$ cat config.mk
export PLATFORM = sky130hd
export DESIGN_NAME = sb_tx_serializer
export DESIGN_NICKNAME = d
export VERILOG_FILES = /design/src/rtl/sb_tx_serializer.sv
export SDC_FILE = /design/constraint.sdc
export NUM_CORES = 1
export LEC_CHECK = 0
export ABC_AREA = 1
export CAP_MARGIN = 20
export CORE_MARGIN = 1.5
export CORE_UTILIZATION = 35
export CTS_CLUSTER_SIZE = 12
export DETAILED_ROUTE_END_ITERATION = 8
export PLACE_DENSITY_LB_ADDON = 0.05
export SLEW_MARGIN = 10
export SYNTH_ARGS = -nofsm -noshare
export SYNTH_HDL_FRONTEND = slang
export SYNTH_SLANG_ARGS = --single-unit
export TNS_END_PERCENT = 5
$ cat constraint.sdc
create_clock -name clk_800MHz -period 5.5 [get_ports clk_800MHz]
set_clock_uncertainty 0.2 [all_clocks]
set_input_delay 1.1 -clock clk_800MHz [delete_from_list [all_inputs] [get_ports clk_800MHz]]
set_output_delay 1.1 -clock clk_800MHz [all_outputs]
set_load 0.01 [all_outputs]
$ cat src/rtl/sb_tx_serializer.sv
// ============================================================================
// Module   : sb_tx_serializer
// Purpose  : Sideband transmitter - FIFO of 64-bit words serialized onto a
//            forwarded clock/data pin pair (64 data UIs + 32-UI gap).
// Revision : 1.0 - initial release
// ============================================================================
`default_nettype none

module sb_tx_serializer #(
  parameter int buffer_size = 4
) (
  input  logic        clk_800MHz,
  input  logic        reset,
  input  logic        enable_i,
  input  logic [63:0] data_i,
  input  logic        valid_i,
  output logic        clkPin_o,
  output logic        dataPin_o,
  output logic        full_o,
  output logic        empty_o,
  output logic        busy_o,
  output logic        msg_sent_o
);

  localparam int ADDR_W = $clog2(buffer_size);
  localparam int CNT_W  = ADDR_W + 1;

  typedef enum logic [1:0] {
    IDLE = 2'd0,
    SEND = 2'd1,
    GAP  = 2'd2
  } state_t;

  logic [63:0]       mem [buffer_size];
  logic [ADDR_W-1:0] wr_idx;
  logic [ADDR_W-1:0] rd_idx;
  logic [CNT_W-1:0]  count;
  logic              wr_en;
  logic              pop;
  logic [63:0]       head;

  state_t      state, state_n;
  logic        clk_pin, clk_n;
  logic        data_pin, data_n;
  logic [5:0]  ui_cnt, ui_n;
  logic        phase, phase_n;
  logic [63:0] shift_reg, shift_n;
  logic        msg_sent, msg_n;
  logic        start;
  logic        load;

  assign full_o     = (count == CNT_W'(buffer_size));
  assign empty_o    = (count == '0);
  assign wr_en      = valid_i & ~full_o;
  assign head       = mem[rd_idx];
  assign start      = enable_i & ~empty_o;
  assign clkPin_o   = clk_pin;
  assign dataPin_o  = data_pin;
  assign busy_o     = (state != IDLE);
  assign msg_sent_o = msg_sent;

  always_ff @(posedge clk_800MHz) begin
    if (wr_en) mem[wr_idx] <= data_i;
  end

  // pop only ever sees registered count, so a same-cycle write cannot bypass
  always_ff @(posedge clk_800MHz) begin
    if (!reset) begin
      wr_idx <= '0;
      rd_idx <= '0;
      count  <= '0;
    end else begin
      if (wr_en) wr_idx <= wr_idx + ADDR_W'(1);
      if (pop)   rd_idx <= rd_idx + ADDR_W'(1);
      case ({wr_en, pop})
        2'b10:   count <= count + CNT_W'(1);
        2'b01:   count <= count - CNT_W'(1);
        default: count <= count;
      endcase
    end
  end

  always_ff @(posedge clk_800MHz) begin
    if (!reset) begin
      state     <= IDLE;
      clk_pin   <= 1'b0;
      data_pin  <= 1'b0;
      ui_cnt    <= '0;
      phase     <= 1'b0;
      shift_reg <= '0;
      msg_sent  <= 1'b0;
    end else begin
      state     <= state_n;
      clk_pin   <= clk_n;
      data_pin  <= data_n;
      ui_cnt    <= ui_n;
      phase     <= phase_n;
      shift_reg <= shift_n;
      msg_sent  <= msg_n;
    end
  end

  always_comb begin
    state_n = state;
    clk_n   = clk_pin;
    data_n  = data_pin;
    ui_n    = ui_cnt;
    phase_n = phase;
    shift_n = shift_reg;
    msg_n   = 1'b0;
    pop     = 1'b0;
    load    = 1'b0;
    case (state)
      IDLE: begin
        clk_n  = 1'b0;
        data_n = 1'b0;
        load   = start;
      end
      SEND: begin
        if (phase) begin
          clk_n   = 1'b0;
          phase_n = 1'b0;
          if (ui_cnt == 6'd63) begin
            state_n = GAP;
            ui_n    = '0;
          end
        end else begin
          clk_n   = 1'b1;
          phase_n = 1'b1;
          ui_n    = ui_cnt + 6'd1;
          data_n  = shift_reg[62];
          shift_n = {shift_reg[62:0], 1'b0};
        end
      end
      GAP: begin
        if (phase) begin
          clk_n   = 1'b0;
          phase_n = 1'b0;
          ui_n    = ui_cnt + 6'd1;
          msg_n   = (ui_cnt == 6'd31);
        end else if (ui_cnt == 6'd32) begin
          // gap finished: the low half of UI 31 doubles as the restart slot
          load = start;
          if (!start) state_n = IDLE;
        end else begin
          clk_n   = 1'b1;
          phase_n = 1'b1;
          data_n  = 1'b0;
        end
      end
      default: state_n = IDLE;
    endcase
    if (load) begin
      pop     = 1'b1;
      shift_n = head;
      clk_n   = 1'b1;
      data_n  = head[63];
      ui_n    = '0;
      phase_n = 1'b1;
      state_n = SEND;
    end
  end

endmodule

`default_nettype wire

After elaboration in Yosys (flattened, before gate mapping). Memories as Yosys holds them, arrays and structs flattened. A register that Yosys moved wholly into a read port is not among the register bits. Index checks and enable logic that the tools add are counted.

Add/sub/neg operators: 5. Equal/unequal tests: 25. Mux-type cells: 37. Bitwise gates (word level): 6. Reduce and logical (&&, ||, !) cells: 16.

Operators with widths (count): $mux W63 (3); $ne A3 B3 Y1 const B (8); $mux W6 (3); $mux W1 (17); $mux W2 (7); $ne A2 B2 Y1 const B (7); $eq A6 B6 Y1 const B (2); $pmux W6 S2 (1); $reduce_and A6 Y1 (2); $reduce_bool A2 Y1 (4); $add A6 B1 Y6 const B (1); $eq A6 B5 Y1 const B (1); $pmux W1 S3 (2); $pmux W2 S3 (1); $pmux W3 S2 (1); $reduce_and A3 Y1 (2); $add A2 B1 Y2 const B (2); $eq A2 B1 Y1 const B (2); $eq A2 B2 Y1 const B (2); $ne A4 B4 Y1 const B (1); $not A1 Y1 (4); $pmux W1 S2 (2); $reduce_and A2 Y1 (2); $reduce_and A4 Y1 (1); other kinds (10) (11).

Register bits: 82. RAM bits: 256. Output and inout bits: 6. Logic and storage cells: 101. Memories: 1.

Memory list: mem (words 4, bits a word 64, rd ports 1, clocked after memory_dff 1, write ports 1, RTL line 34) `logic [63:0] mem [buffer_size];`.

Logic depth before layout (Yosys ltp). Gate-level depths: netlist (run 1).

Word-level depth: 9. Depth in mapped cells: 18.

Worst setup path after synthesis (run 1). OpenSTA, ideal clock, no wires.

Kind: in2reg. From: input valid_i. To: memory mem[0][0], enable pin. Setup time: 0.486 ns. Arrival time: 4.073 ns. Path slack: 0.741 ns. Stages on the path: 4. Path through: inv_1 nor2_1 inv_1 nor2_1.

Cells in the longest elaborated chain, start to end: 3.

Ends and longest elaborated chain: start, declared (RTL line 16) `input logic valid_i,`; $and A1 B1 Y1 (RTL line 54) `assign wr_en = valid_i & ~full_o;`; $mux W1 (RTL line 63) `if (wr_en) mem[wr_idx] <= data_i;`; $mux W1 (not written as such) (RTL line 63); end, declared (RTL line 34).

No other way between the ends.

==> results_tabular.tex, run 1 <==
\begin{tabular}{lr}
\hline
Metric & Value \\
\hline
\multicolumn{2}{l}{\textbf{Drt}} \\
Average detailed-routed wire length per instance & 16.05 um \\
DR pass1 iterations & 4 \\
Number of violations reported at the end of detailed-routing iteration 0 & 423 \\
Overall via count from detail\_route & 9082 \\
Post-DR vias/cell & 4.686 \\
Remaining routing DRC violations & 0 \\
Routed wire length & 31110 um \\
Number of nets with antenna violations after routing & 0 \\
\multicolumn{2}{l}{\textbf{CTS}} \\
Clock-pin slew on the worst setup and hold paths & 50 ps \\
CTS sink count & 340 \\
Clock network latency to the later pin of the worst-skew pair & 530 ps \\
Clock root cell & clkbuf\_16 \\
CTS Buf Count & 39 \\
CTS hold repair buffers & 0 \\
H-Tree Level Count & 2 \\
TritonCTS clock tree & done \\
Deepest clock path buffer count & 3 \\
Cells resized by post-CTS repair & 0 \\
Setup fix buffers added after clock tree synthesis & 0 \\
\multicolumn{2}{l}{\textbf{Yosys}} \\
Share of synthesized flip-flops with an asynchronous set or reset & 0 \\
Mapped Cells & 1340 \\
Post-synth cell types & 31 \\
Share of Yosys cell area claimed by the top area cell type & 0.5552 \\
Total number of yosys warnings & 0 \\
Total of flip-flops plus latches after synthesis & 340 \\
Most common cell in the synthesized netlist & nor2\_1 \\
Largest area contributor in the netlist & edfxtp\_1 \\
Most common library cells after synthesis & 274 x nor2\_1, 256 x edfxtp\_1, 225 x nand2\_1 \\
Count of flip-flops with a built-in enable after synthesis & 256 \\
Largest cells by area after synthesis & edfxtp\_1 56\%, dfxtp\_1 12\%, nor2\_1 7.4\%, o21ai\_0 6.5\%, nand2\_1 6.1\% \\
Fraction of the yosys area taken by sequential cells & 0.6766 \\
Main synth FF type & edfxtp\_1 \\
Mapped Avg Cell Area & 10.33 um\^{}2 \\
Synth Net Count & 1420 \\
Syn Std Cell Area & 0.01385 mm\^{}2 \\
\multicolumn{2}{l}{\textbf{Layout}} \\
Antenna Cells & 0 \\
Share of final-layout standard cells stronger than drive strength 1 & 0.05915 \\
Post-Route Utilization & 0.4175 \\
Count of fill cells added during filler insertion & 3805 \\
Area added between synthesis and finish & 17.08\% \\
Max reg flops & 256 \\
Post-layout net count & 1470 \\
\multicolumn{2}{l}{\textbf{Global routing}} \\
Maximum number of pins on one net before global-route repair & 84 \\
Number of global-route vias before repair & 8916 \\
Met2 Use GR & 0.2553 \\
Wire length of the first global-routing pass & 49820 um \\
GR met3 Demand/Resource & 0.02515 \\
Grt met1 use & 0.2111 \\
Final global-route overflow total & 0 \\
Total routing usage reported by global routing & 0.1553 \\
Layer with the highest usage after global routing & met2 \\
Number of antenna violations at the first check in global routing & 0 \\
\multicolumn{2}{l}{\textbf{Pwr}} \\
Sequential fraction of design power & 0.412 \\
Combinational fraction of design power & 0.281 \\
Clock share of power & 0.307 \\
Power density over cell area & 492.2 mW/mm\^{}2 \\
Largest voltage drop on the vdd net & 264.0 uV \\
Psw & 2680 uW \\
Internal & 5300 uW \\
Leak pwr & 0.005980 uW \\
Sw Share & 0.3359 \\
\multicolumn{2}{l}{\textbf{Worst setup path}} \\
CP Capture Type & register \\
WP data arrival & 3460 ps \\
Crit path kind & primary input to register \\
Critical path required time & 5700 ps \\
Worst-case register-to-register setup slack & 2360 ps \\
Largest fanout of any net on the critical path & 83 \\
Number of cell instances on the worst register-to-register path & 12 \\
Element type at the critical path start & primary input \\
\multicolumn{2}{l}{\textbf{Timing}} \\
Slew at the pin with the worst max-slew slack & 851.0 ps \\
Max Clk Rate & 0.3073 GHz \\
Setup TNS & 0 ps \\
Final hold slack & 258.9 ps \\
Headroom to the max-slew limit & 0.4327 \\
Final worst path period share & 0.5916 \\
Final worst path period need & 3254 ps \\
Final setup viols & 0 \\
Number of hold violations in the final report & 0 \\
Slew Viols, Final & 0 \\
Setup repair after global routing missed its margin & no \\
\multicolumn{2}{l}{\textbf{Die}} \\
Boundary pin count & 74 \\
Overall die width & 201.9 um \\
Core area & 0.03883 mm\^{}2 \\
Die Y-Extent & 201.9 um \\
Die outline area & 0.04077 mm\^{}2 \\
Row cnt & 72 \\
Initial Util & 0.3566 \\
\multicolumn{2}{l}{\textbf{Worst hold path}} \\
Kind of path behind the tightest hold check & register to register \\
Hold depth & 2 \\
\multicolumn{2}{l}{\textbf{Place}} \\
Dpl hpwl & 16060 um \\
Last weighted congestion value of the routability-driven placer & 0.7391 \\
Port Buf Inserts & 73 \\
\multicolumn{2}{l}{\textbf{Run status}} \\
Result of the run & completed \\
\multicolumn{2}{l}{\textbf{Run}} \\
Total of max-cap violations & 0 \\
\hline
\end{tabular}
==> power groups by stage <==
stage / combinational (uW) / sequential, uW / clock [uW]
2_1_floorplan: 1820 / 3260 / 0
3_3_place_gp: 2270 / 3340 / 0
3_5_place_dp: 2290 / 3340 / 0
4_1_cts: 2300 / 3290 / 2540
5_1_grt: 2640 / 3320 / 2640
6_report: 2240 / 3280 / 2450
==> routing by layer <==
metal / wire [um] / part of all wire
met5: 0 / 0
met4: 671 / 0.022
met3: 967 / 0.031
met2: 14430 / 0.46
met1: 15040 / 0.48
==> worst paths after layout <==
path | start | to
worst max-delay path | enable_i | register
worst min register to register | rd_idx[1]$_SDFFE_PN0N_ | register
worst min-delay path | rd_idx[1]$_SDFFE_PN0N_ | register
worst max register to register | state[0]$_SDFFE_PN0P_ | register
==> cells in the final DEF, fill, tap and decap left out, types with 2 or more instances in the layout <==
cell and instances:
clkbuf_1 16, edfxtp_1 256, o21ai_0 180, buf_4 9, clkdlybuf4s50_1 72, inv_1 92
clkinv_1 4, clkbuf_8 3, clkbuf_16 41, dfxtp_1 82, ha_1 11, o22ai_1 63
nor2_1 270, nand3_1 13, clkinv_2 8, nand2_1 224, nor3_1 5, buf_12 4
inv_2 4, nand2_2 3, o21ai_1 21, a21oi_1 19, nor2_4 4, dfxtp_4 2
==> layout make-up <==
cell class / instances / area (um^2) / share of cell area
clock buffers: 60 / 1127 / 0.06954
flip-flops and latches: 340 / 9376 / 0.5784
multi-input cells: 824 / 3735 / 0.2304
clock inverters: 11 / 75.07 / 0.004631
repair buffers: 86 / 873.3 / 0.05387
well taps: 518 / 648.1 / 0.03998
inverters: 99 / 376.6 / 0.02323
==> logic make-up (layout without fill, tap and decap cells) <==
| kind of cell | count (synthesis) | after routing | synth area share |
|---|---|---|---|
| AND/OR/NAND/NOR | 525 | 525 | 0.1455 |
| adder cells (fa/ha/maj) | 12 | 12 | 0.01139 |
| flip-flops | 340 | 340 | 0.6766 |
| buffers and inverters | 176 | 256 | 0.05638 |
| AO/OA/AOI/OAI | 287 | 287 | 0.1101 |
==> stage by stage <==
| stage | instance area [um^2] | std cells | setup WS [ps] | power, uW |
|---|---|---|---|---|
| floorplan | 13850 | 1340 | 740.6 | 5085 |
| global placement | 15010 | 1867 | 1690 | 5618 |
| detailed placement | 15010 | 1867 | 1660 | 5632 |
| CTS | 16210 | 1938 | 2218 | 8129 |
| global route | 16210 | 1938 | 1913 | 8598 |
| finish | 16210 | 1938 | 2246 | 7980 |
==> critical path, stage by stage <==
cell	delay, ps
clkdlybuf4s50_1	460
nand2_1	70
inv_1	120
nand2_2	160
inv_4	400
buf_4	720
nand2_1	140
o21ai_0	180
a21oi_1	60
(Power assumes the default switching activity.)
==> inputs of run 2 (changes only) <==
- clock period: 5.5 -> 3.4 ns (I/O delays scaled with it)
==> results_tabular.tex, run 2 (same netlist as run 1, synthesis figures left out) <==
\begin{tabular}{lr}
\hline
Metric & Value \\
\hline
\multicolumn{2}{l}{\textbf{Global routing}} \\
Total routing usage reported by global routing & 0.1564 (was 0.1553) \\
Final global-route overflow total & 0 (unchanged) \\
Number of antenna violations at the first check in global routing & 0 (unchanged) \\
Layer with the highest usage after global routing & met2 (unchanged) \\
Maximum number of pins on one net before global-route repair & 130 (was 84) \\
Wire length of the first global-routing pass & 49800 um (was 49820 um) \\
Number of global-route vias before repair & 8966 (was 8916) \\
GR met3 Demand/Resource & 0.02741 (was 0.02515) \\
Grt met1 use & 0.2060 (was 0.2111) \\
Met2 Use GR & 0.2599 (was 0.2553) \\
\multicolumn{2}{l}{\textbf{Drt}} \\
Routed wire length & 30750 um (was 31110 um) \\
Average detailed-routed wire length per instance & 15.78 um (was 16.05 um) \\
Number of nets with antenna violations after routing & 0 (unchanged) \\
Number of violations reported at the end of detailed-routing iteration 0 & 408 (was 423) \\
DR pass1 iterations & 4 (unchanged) \\
Remaining routing DRC violations & 0 (unchanged) \\
Post-DR vias/cell & 4.668 (was 4.686) \\
Overall via count from detail\_route & 9098 (was 9082) \\
\multicolumn{2}{l}{\textbf{Layout}} \\
Leading cell types in the layout, fill and taps excluded & 270 x nor2\_1, 256 x edfxtp\_1, 224 x nand2\_1 (unchanged) \\
Count of fill cells added during filler insertion & 3673 (was 3805) \\
Max reg flops & 256 (unchanged) \\
Most frequent standard cell in the layout excluding fill and tap cells & nor2\_1 (unchanged) \\
Share of final-layout standard cells stronger than drive strength 1 & 0.07058 (was 0.05915) \\
Post-layout net count & 1479 (was 1470) \\
Antenna Cells & 0 (unchanged) \\
Post-route standard cell area excluding fillers & 0.01650 mm\^{}2 (was 0.01621 mm\^{}2) \\
Area added between synthesis and finish & 19.15\% (was 17.08\%) \\
\multicolumn{2}{l}{\textbf{Place}} \\
Cell area after placement & 0.01519 mm\^{}2 (was 0.01501 mm\^{}2) \\
Dpl hpwl & 16350 um (was 16060 um) \\
Last weighted congestion value of the routability-driven placer & 0.7234 (was 0.7391) \\
Port Buf Inserts & 73 (unchanged) \\
\multicolumn{2}{l}{\textbf{Pwr}} \\
Total power & 13320 uW (was 7980 uW) \\
Leak pwr & 0.006127 uW (was 0.005980 uW) \\
Largest voltage drop on the vdd net & 331.2 uV (was 264.0 uV) \\
Clock share of power & 0.317 (was 0.307) \\
Psw & 4401 uW (was 2680 uW) \\
Combinational fraction of design power & 0.291 (was 0.281) \\
Sequential fraction of design power & 0.391 (was 0.412) \\
Power density over cell area & 807.2 mW/mm\^{}2 (was 492.2 mW/mm\^{}2) \\
Internal & 8917 uW (was 5300 uW) \\
Sw Share & 0.3304 (was 0.3359) \\
\multicolumn{2}{l}{\textbf{Worst setup path}} \\
Biggest cell delay along the critical path & 570 ps (was 720 ps) \\
List of cells traversed by the critical path & inv\_1 -> ha\_1 -> inv\_1 -> clkdlybuf4s50\_1 (was clkdlybuf4s50\_1 -> nand2\_1 -> inv\_1 -> nand2\_2 -> inv\_4 -> buf\_4 -> nand2\_1 -> o21ai\_0 -> a21oi\_1) \\
Crit path kind & register to output port (was primary input to register) \\
Critical path required time & 2520 ps (was 5700 ps) \\
Buffering stage count on the worst path with inverters included & 3 (was 4) \\
WP data arrival & 1930 ps (was 3460 ps) \\
Gate family responsible for the most delay along the worst path & buffers and inverters (unchanged) \\
CP Capture Type & output port (was register) \\
Origin of the critical flop-to-flop path & state[0]\$\_SDFFE\_PN0P\_ (unchanged) \\
Element type at the critical path start & register (was primary input) \\
Most frequent cell on the critical path & inv\_1 (was nand2\_1) \\
Number of cell instances on the worst register-to-register path & 15 (was 12) \\
Critical Path Slowest Stage Cell & clkdlybuf4s50\_1 (was buf\_4) \\
Largest fanout of any net on the critical path & 5 (was 83) \\
Reg2Reg Capture Point & count[2]\$\_SDFFE\_PN0P\_ \\
Worst-case register-to-register setup slack & 790 ps (was 2360 ps) \\
\multicolumn{2}{l}{\textbf{CTS}} \\
Clock-pin slew on the worst setup and hold paths & 50 ps (about the same) \\
Cells resized by post-CTS repair & 0 (unchanged) \\
Clock network latency to the later pin of the worst-skew pair & 540 ps (was 530 ps) \\
CTS hold repair buffers & 0 (unchanged) \\
CTS Buf Count & 40 (was 39) \\
TritonCTS clock tree & done (unchanged) \\
Setup fix buffers added after clock tree synthesis & 0 (unchanged) \\
H-Tree Level Count & 2 (unchanged) \\
CTS sink count & 340 (unchanged) \\
Clock root cell & clkbuf\_16 (unchanged) \\
Deepest clock path buffer count & 3 (unchanged) \\
\multicolumn{2}{l}{\textbf{Die}} \\
Boundary pin count & 74 (unchanged) \\
Initial Util & 0.3566 (unchanged) \\
Overall die width & 201.9 um (unchanged) \\
Die outline area & 0.04077 mm\^{}2 (unchanged) \\
Row cnt & 72 (unchanged) \\
Die Y-Extent & 201.9 um (unchanged) \\
Core area & 0.03883 mm\^{}2 (unchanged) \\
\multicolumn{2}{l}{\textbf{Worst hold path}} \\
Endpoint with the worst hold slack & shift\_reg[0]\$\_SDFFE\_PN0P\_ \\
Hold depth & 2 (unchanged) \\
Startpoint of the lowest-slack hold path & shift\_reg[0]\$\_SDFFE\_PN0P\_ (was rd\_idx[1]\$\_SDFFE\_PN0N\_) \\
Kind of path behind the tightest hold check & register to register (unchanged) \\
\multicolumn{2}{l}{\textbf{Timing}} \\
Slew Viols, Final & 0 (unchanged) \\
Final setup viols & 0 (unchanged) \\
Setup repair after global routing missed its margin & no (unchanged) \\
Headroom to the max-slew limit & 0.4969 (was 0.4327) \\
Slew at the pin with the worst max-slew slack & 754.6 ps (was 851.0 ps) \\
Final worst path period share & 0.8275 \\
Number of hold violations in the final report & 0 (unchanged) \\
Max Clk Rate & 0.3554 GHz \\
Final worst path period need & 2813 ps \\
\multicolumn{2}{l}{\textbf{Run status}} \\
Result of the run & completed (unchanged) \\
\multicolumn{2}{l}{\textbf{Run}} \\
Total of max-cap violations & 0 (unchanged) \\
\hline
\end{tabular}
run 2: cell types whose count changed in the layout (fill, tap and decap cells not counted):
| cell | delta |
|---|---|
| buf_4 | -2 |
| buf_12 | +10 |
| clkinv_2 | +3 |
| clkbuf_1 | -8 |
| dfxtp_4 | -1 |
| inv_6 | +2 |
| clkinv_1 | +2 |
| bufinv_16 | +3 |
| inv_2 | +1 |
| dfxtp_2 | +1 |
run 2: power by group through the flow:
stage / clock network (uW) / logic, uW / registers, uW
CTS: 4370 / 3970 / 5210
floorplan: 0 / 2950 / 5280
finish: 4230 / 3880 / 5210
detailed placement: 0 / 3950 / 5300
global route: 4530 / 4520 / 5260
global placement: 0 / 3940 / 5290
run 2: worst max path at each step:
stage                          start               endpoint  slack [ps]  depth (start not counted)
2_1_floorplan                valid_i    mem[0][0]$_DFFE_PP_        -940                          4
3_3_place_gp                 valid_i  count[2]$_SDFFE_PN0P_         390                         11
3_5_place_dp                 valid_i  count[2]$_SDFFE_PN0P_         410                         11
4_1_cts        state[0]$_SDFFE_PN0P_                 busy_o         540                          4
5_1_grt        state[0]$_SDFFE_PN0P_                 busy_o         490                          4
6_report       state[0]$_SDFFE_PN0P_                 busy_o         590                          4
run 2: final cells by class:
type,instances,area [um^2],share of cell area
Tap cell,518,648.1,0.03928
Inverter,99,375.4,0.02275
Sequential cell,340,9374,0.5682
Clock buffer,52,1097,0.06651
Multi-Input combinational cell,824,3735,0.2264
Clock inverter,22,210.2,0.01274
Timing Repair Buffer,94,1059,0.06416
run 2: worst reg2reg max path, stage by stage, from the launching register on:
cell and delay (ps):
dfxtp_1 350, inv_1 110, ha_1 300, inv_2 90
nor2_2 120, nand2_2 90, nand2_2 90, nand2_2 70
inv_4 70, ha_1 130, inv_1 60, fa_1 370
a21oi_1 140, o21ai_0 100, o21ai_0 160, a21oi_1 60
run 2: routing by layer:
metal | vias to the layer above | share of wire
li1 | 4658 | -
met1 | 4283 | 0.49
met2 | 121 | 0.46
met3 | 36 | 0.033
met4 | 0 | 0.021
met5 | - | 0
run 2: through the flow:
| stage | utilization | hold WS (ps) | worst slack (ps) | TNS [ps] | std cells |
|---|---|---|---|---|---|
| detailed placement | 0.3912 | 251.9 | 414.9 | 0 | 1875 |
| global route | 0.4249 | 291.6 | 485.4 | 0 | 1949 |
| CTS | 0.4249 | 264.0 | 542.6 | 0 | 1949 |
| floorplan | - | 236.4 | -939.4 | -240480 | 1340 |
| finish | 0.4249 | 259.6 | 586.7 | 0 | 1949 |
| global placement | 0.3912 | 242.1 | 388.7 | 0 | 1875 |
==> inputs of run 3 (changes only) <==
- clock period: 3.4 -> 2.92 ns (I/O delays scaled with it)
==> results_tabular.tex, run 3 (same netlist as run 1, synthesis figures left out) <==
\begin{tabular}{lr}
\hline
Metric & Value \\
\hline
\multicolumn{2}{l}{\textbf{Run status}} \\
Result of the run & completed (unchanged) \\
\multicolumn{2}{l}{\textbf{Worst hold path}} \\
Startpoint of the lowest-slack hold path & reset (was shift\_reg[0]\$\_SDFFE\_PN0P\_) \\
Hold depth & 3 (was 2) \\
Kind of path behind the tightest hold check & primary input to register (was register to register) \\
Endpoint with the worst hold slack & ui\_cnt[4]\$\_SDFFE\_PP0P\_ (was shift\_reg[0]\$\_SDFFE\_PN0P\_) \\
\multicolumn{2}{l}{\textbf{Global routing}} \\
Wire length of the first global-routing pass & 50430 um (was 49800 um) \\
Number of antenna violations at the first check in global routing & 0 (unchanged) \\
Final global-route overflow total & 0 (unchanged) \\
Maximum number of pins on one net before global-route repair & 130 (unchanged) \\
Number of global-route vias before repair & 9075 (was 8966) \\
Total routing usage reported by global routing & 0.1573 (was 0.1564) \\
\multicolumn{2}{l}{\textbf{CTS}} \\
CTS hold repair buffers & 0 (unchanged) \\
CTS Buf Count & 40 (unchanged) \\
H-Tree Level Count & 2 (unchanged) \\
Clock-pin slew on the worst setup and hold paths & 50 ps (about the same) \\
Deepest clock path buffer count & 3 (unchanged) \\
Cells resized by post-CTS repair & 0 (unchanged) \\
CTS sink count & 340 (unchanged) \\
TritonCTS clock tree & done (unchanged) \\
Setup fix buffers added after clock tree synthesis & 0 (unchanged) \\
Clock root cell & clkbuf\_16 (unchanged) \\
Clock network latency to the later pin of the worst-skew pair & 550 ps (was 540 ps) \\
\multicolumn{2}{l}{\textbf{Timing}} \\
Final worst path period share & 0.9333 \\
Setup repair after global routing missed its margin & no (unchanged) \\
Final worst path period need & 2725 ps \\
Headroom to the max-slew limit & 0.6101 (was 0.4969) \\
Slew Viols, Final & 0 (unchanged) \\
Final WS setup & 194.8 ps (was 586.7 ps) \\
Max Clk Rate & 0.3669 GHz \\
Slew at the pin with the worst max-slew slack & 584.8 ps (was 754.6 ps) \\
Final setup viols & 0 (unchanged) \\
Number of hold violations in the final report & 0 (unchanged) \\
\multicolumn{2}{l}{\textbf{Drt}} \\
Remaining routing DRC violations & 0 (unchanged) \\
Routed wire length & 31260 um (was 30750 um) \\
Number of nets with antenna violations after routing & 0 (unchanged) \\
Average detailed-routed wire length per instance & 16.04 um (was 15.78 um) \\
Overall via count from detail\_route & 9156 (was 9098) \\
Post-DR vias/cell & 4.698 (was 4.668) \\
DR pass1 iterations & 5 (was 4) \\
Number of violations reported at the end of detailed-routing iteration 0 & 444 (was 408) \\
\multicolumn{2}{l}{\textbf{Worst setup path}} \\
Worst-case register-to-register setup slack & 430 ps (was 790 ps) \\
Number of cell instances on the worst register-to-register path & 15 (unchanged) \\
Reg2Reg Capture Point & count[2]\$\_SDFFE\_PN0P\_ (unchanged) \\
Crit path kind & register to output port (unchanged) \\
CP Capture Type & output port (unchanged) \\
Largest fanout of any net on the critical path & 5 (unchanged) \\
First element of the critical path & state[0]\$\_SDFFE\_PN0P\_ (unchanged) \\
WP data arrival & 1940 ps (was 1930 ps) \\
Origin of the critical flop-to-flop path & ui\_cnt[0]\$\_SDFFE\_PP0P\_ (was state[0]\$\_SDFFE\_PN0P\_) \\
Element type at the critical path start & register (unchanged) \\
Critical path required time & 2140 ps (was 2520 ps) \\
\multicolumn{2}{l}{\textbf{Place}} \\
Last weighted congestion value of the routability-driven placer & 0.7325 (was 0.7234) \\
Port Buf Inserts & 73 (unchanged) \\
Setup WS pre-CTS & 212.5 ps (was 414.9 ps) \\
Dpl hpwl & 16310 um (was 16350 um) \\
Cell area after placement & 0.01521 mm\^{}2 (was 0.01519 mm\^{}2) \\
\multicolumn{2}{l}{\textbf{Layout}} \\
Leading cell types in the layout, fill and taps excluded & 270 x nor2\_1, 256 x edfxtp\_1, 224 x nand2\_1 (unchanged) \\
Antenna Cells & 0 (unchanged) \\
Max reg flops & 256 (unchanged) \\
Area used by sequential logic in the layout & 0.009374 mm\^{}2 (unchanged) \\
Post-Route Utilization & 0.4228 (was 0.4249) \\
Most frequent standard cell in the layout excluding fill and tap cells & nor2\_1 (unchanged) \\
Count of fill cells added during filler insertion & 3765 (was 3673) \\
Post-route standard cell area excluding fillers & 0.01641 mm\^{}2 (was 0.01650 mm\^{}2) \\
Share of final-layout standard cells stronger than drive strength 1 & 0.06778 (was 0.07058) \\
Post-layout net count & 1480 (was 1479) \\
Area of the multi-input gates & 0.003735 mm\^{}2 (unchanged) \\
Area added between synthesis and finish & 18.54\% (was 19.15\%) \\
\multicolumn{2}{l}{\textbf{Die}} \\
Die Y-Extent & 201.9 um (unchanged) \\
Boundary pin count & 74 (unchanged) \\
Initial Util & 0.3566 (unchanged) \\
Overall die width & 201.9 um (unchanged) \\
Die outline area & 0.04077 mm\^{}2 (unchanged) \\
Row cnt & 72 (unchanged) \\
Core area & 0.03883 mm\^{}2 (unchanged) \\
\multicolumn{2}{l}{\textbf{Pwr}} \\
Leak pwr & 0.006070 uW (was 0.006127 uW) \\
Largest voltage drop on the vdd net & 358.0 uV (was 331.2 uV) \\
Power density over cell area & 926.7 mW/mm\^{}2 (was 807.2 mW/mm\^{}2) \\
Total power & 15210 uW (was 13320 uW) \\
\multicolumn{2}{l}{\textbf{Run}} \\
Total of max-cap violations & 0 (unchanged) \\
\hline
\end{tabular}
run 3: worst max path at each step:
stage | to | depth (start not counted) | slack, ps
6_report | busy_o | 4 | 190
5_1_grt | busy_o | 4 | 100
4_1_cts | busy_o | 4 | 160
3_5_place_dp | count[2]$_SDFFE_PN0P_ | 12 | 210
3_3_place_gp | count[2]$_SDFFE_PN0P_ | 12 | 150
2_1_floorplan | mem[0][0]$_DFFE_PP_ | 4 | -280
run 3: area by class of cell:
class | count | area share
Tap cell | 518 | 0.03948
Timing Repair Buffer | 95 | 0.06571
Multi-Input combinational cell | 824 | 0.2275
Clock inverter | 15 | 0.005107
Inverter | 99 | 0.02287
Clock buffer | 58 | 0.06822
Sequential cell | 340 | 0.5711
run 3: power by group:
group	switching [uW]	leakage, uW	internal [uW]
combinational	3050	0.00244	1520
sequential	189	0.00304	5870
clock	1910	0.000590	2670
run 3: metal layers:
layer,up-vias,track usage,part of all wire
met1,4331,0.2193,0.50
li1,4661,-,-
met5,-,0,0
met3,43,0.03144,0.033
met2,121,0.2500,0.44
met4,0,0.04158,0.019
run 3: worst max-delay path: stages, from the launching register on:
cell	delay, ps
dfxtp_1	390
inv_1	100
ha_1	200
inv_1	120
clkdlybuf4s50_1	580
run 3: stage by stage:
step	setup TNS, ps	cells	hold WS [ps]
floorplan	-71070	1340	236.4
global placement	0	1876	242.1
detailed placement	0	1876	248.9
CTS	0	1949	227.5
global route	0	1949	236.7
finish	0	1949	251.1
==> variant: new RTL, config.mk and constraints of run 3 <==
Encoding of `state_t`: now one-hot (3 bits for 3 states).
--- a/src/rtl/sb_tx_serializer.sv
+++ b/src/rtl/sb_tx_serializer.sv
@@ -25,10 +25,10 @@
   localparam int ADDR_W = $clog2(buffer_size);
   localparam int CNT_W  = ADDR_W + 1;
 
-  typedef enum logic [1:0] {
-    IDLE = 2'd0,
-    SEND = 2'd1,
-    GAP  = 2'd2
+  typedef enum logic [2:0] {
+    IDLE = 3'b001,
+    SEND = 3'b010,
+    GAP  = 3'b100
   } state_t;
 
   logic [63:0]       mem [buffer_size];
Check against the original RTL: same outputs for any inputs over 10 cycles, from zero or initial values and one cycle with reset low; not proved beyond that.
==> variant against run 3 <==
Utilization down 0.22 points. Critical path type unchanged. Area after synthesis fell by 1.5%. Highest routed layer unchanged. Sequential share of layout area grew 0.82 points. Clock power is 2% higher. Routed wire length rose by 1.3%. Hold slack worse by 0.062 ns. Via count is 1.3% lower. Total power down 1.5%. Final area shrank 1.2%. First-iteration DRC count fell by 5.0%. Largest power group unchanged. Worst setup slack gained 0.22 ns. Sequential cell count rose by 1.
==> variant: results (changes against run 3) <==
| Metric | Value |
|---|---|
| Status | `complete, no violations` |
| Post-CTS sizing | `0 (unchanged)` |
| Sequential share of the synthesized area | `68.8% (+1.2 points)` |
| Syn. warnings | `0 (unchanged)` |
| DR pass1 iterations | `4 (-1)` |
| Fill count | `3741 (-0.64%)` |
| Number of unique standard cell types used by synthesis | `32 (+3.2%)` |
| Ys async rst share | `0% (unchanged)` |
| Worst-Margin Slew | `0.750 ns (+0.165 ns)` |
| Vias per inst | `4.81 (+2.5%)` |
| Combinational power share | `26.9% (-3.1 points)` |
| Final nets | `1404 (-5.1%)` |
| Wirelength per Cell | `16.9 um (+5.2%)` |
| Root buf cell | `clkbuf_16` |
| Post-Syn Nets | `1340 (-5.6%)` |
| Final HPWL DP | `16300 um (+0.12%)` |
| Pin count of the biggest net entering global routing | `129 (-0.77%)` |
| IO buf count | `73 (unchanged)` |
| First-pass GRT wire length | `50700 um (+0.55%)` |
| DRT iter0 DRCs | `422 (-5.0%)` |
| Clock share of power | `31.0% (+0.9 points)` |
| CTS Buf Count | `40 (unchanged)` |
| Longest Clk Path Bufs | `3 (unchanged)` |
| Total Routing Usage GR | `16.0% (+0.22 points)` |
| WP data arrival | `1.72 ns (-0.22 ns)` |
| Skew-Pair Late Insertion Delay | `0.53 ns (-0.02 ns)` |
| Pleak | `5.94 nW (-2.1%)` |
| Vias in the first global route | `8890 (-2.0%)` |
| Gpl congestion | `0.741 (+1.2%)` |
| Top FF cell, synth | `edfxtp_1` |
| Commonest cells in the netlist | `nor2_1 (268), edfxtp_1 (256), nand2_1 (220)` |
| Int Pwr | `10.1 mW (+0.55%)` |
| Peak supply drop | `0.000435 V (+22%)` |
| Top post-synthesis cells by area | `edfxtp_1 (56%), dfxtp_1 (12%), nor2_1 (7.4%)` |
| Hold Path Class | `in -> reg` |
| Layout cells sized above 1 | `7.21% (+0.43 points)` |
[variant: cell types whose count changed after synthesis, moves of 5 or more]
cell and delta:
inv_1 -63, o21ai_1 +39, o21ai_0 -34, clkbuf_1 -11
nand2_1 -5, nand3_1 -6, nor2_1 -6
[variant: path summary, 6_finish.rpt]
path	startpoint	to	cells past startpoint	slack [ns]
setup / recovery	state[2]	busy_o	3	0.41
hold / removal	reset	count[2]	3	0.19
setup reg to reg	ui_cnt[0]	count[2]	15	0.50
hold reg to reg	rd_idx[1]	flip-flop	2	0.26
[variant: kinds of logic after synthesis]
| group | synth area share (%) |
|---|---|
| buffers and inverters | 4.14 |
| DFF | 68.8 |
| xor gates and xnor gates | 0.257 |
| adders and majority gates | 0.789 |
| and+or+nand+nor | 14.6 |
| AOI/OAI and AO/OA | 11.4 |
[variant: routing by layer]
metal  vias up  GRT usage, %  wire length (um)
li1       4502             -                 -
met4         0          4.27               522
met3        36          2.60              1240
met5         -             0                 0
met1      4357          21.8             15200
met2       141          26.3             14800
[variant: critical path, cell delays in order, from the launching register on]
cell and delay (ns):
dfxtp_1 0.36, inv_1 0.09, nand3_2 0.17, clkdlybuf4s50_1 0.58
[variant: area by class of cell]
class	count	area share, %
Multi-Input combinational cell	812	22.9
Sequential cell	341	57.9
Clock inverter	13	0.563
Tap cell	518	4.00
Inverter	38	0.903
Timing Repair Buffer	95	6.65
Clock buffer	60	7.02
[variant: stage by stage]
step | instances | setup slack (ns) | total power, mW | cell area [um^2]
6_report | 1877 | 0.413 | 15.0 | 16200
3_5_place_dp | 1804 | 0.173 | 10.5 | 15000
3_3_place_gp | 1804 | 0.121 | 10.5 | 15000
4_1_cts | 1877 | 0.373 | 15.2 | 16200
5_1_grt | 1877 | 0.228 | 16.0 | 16200
2_1_floorplan | 1264 | -0.172 | 9.33 | 13700
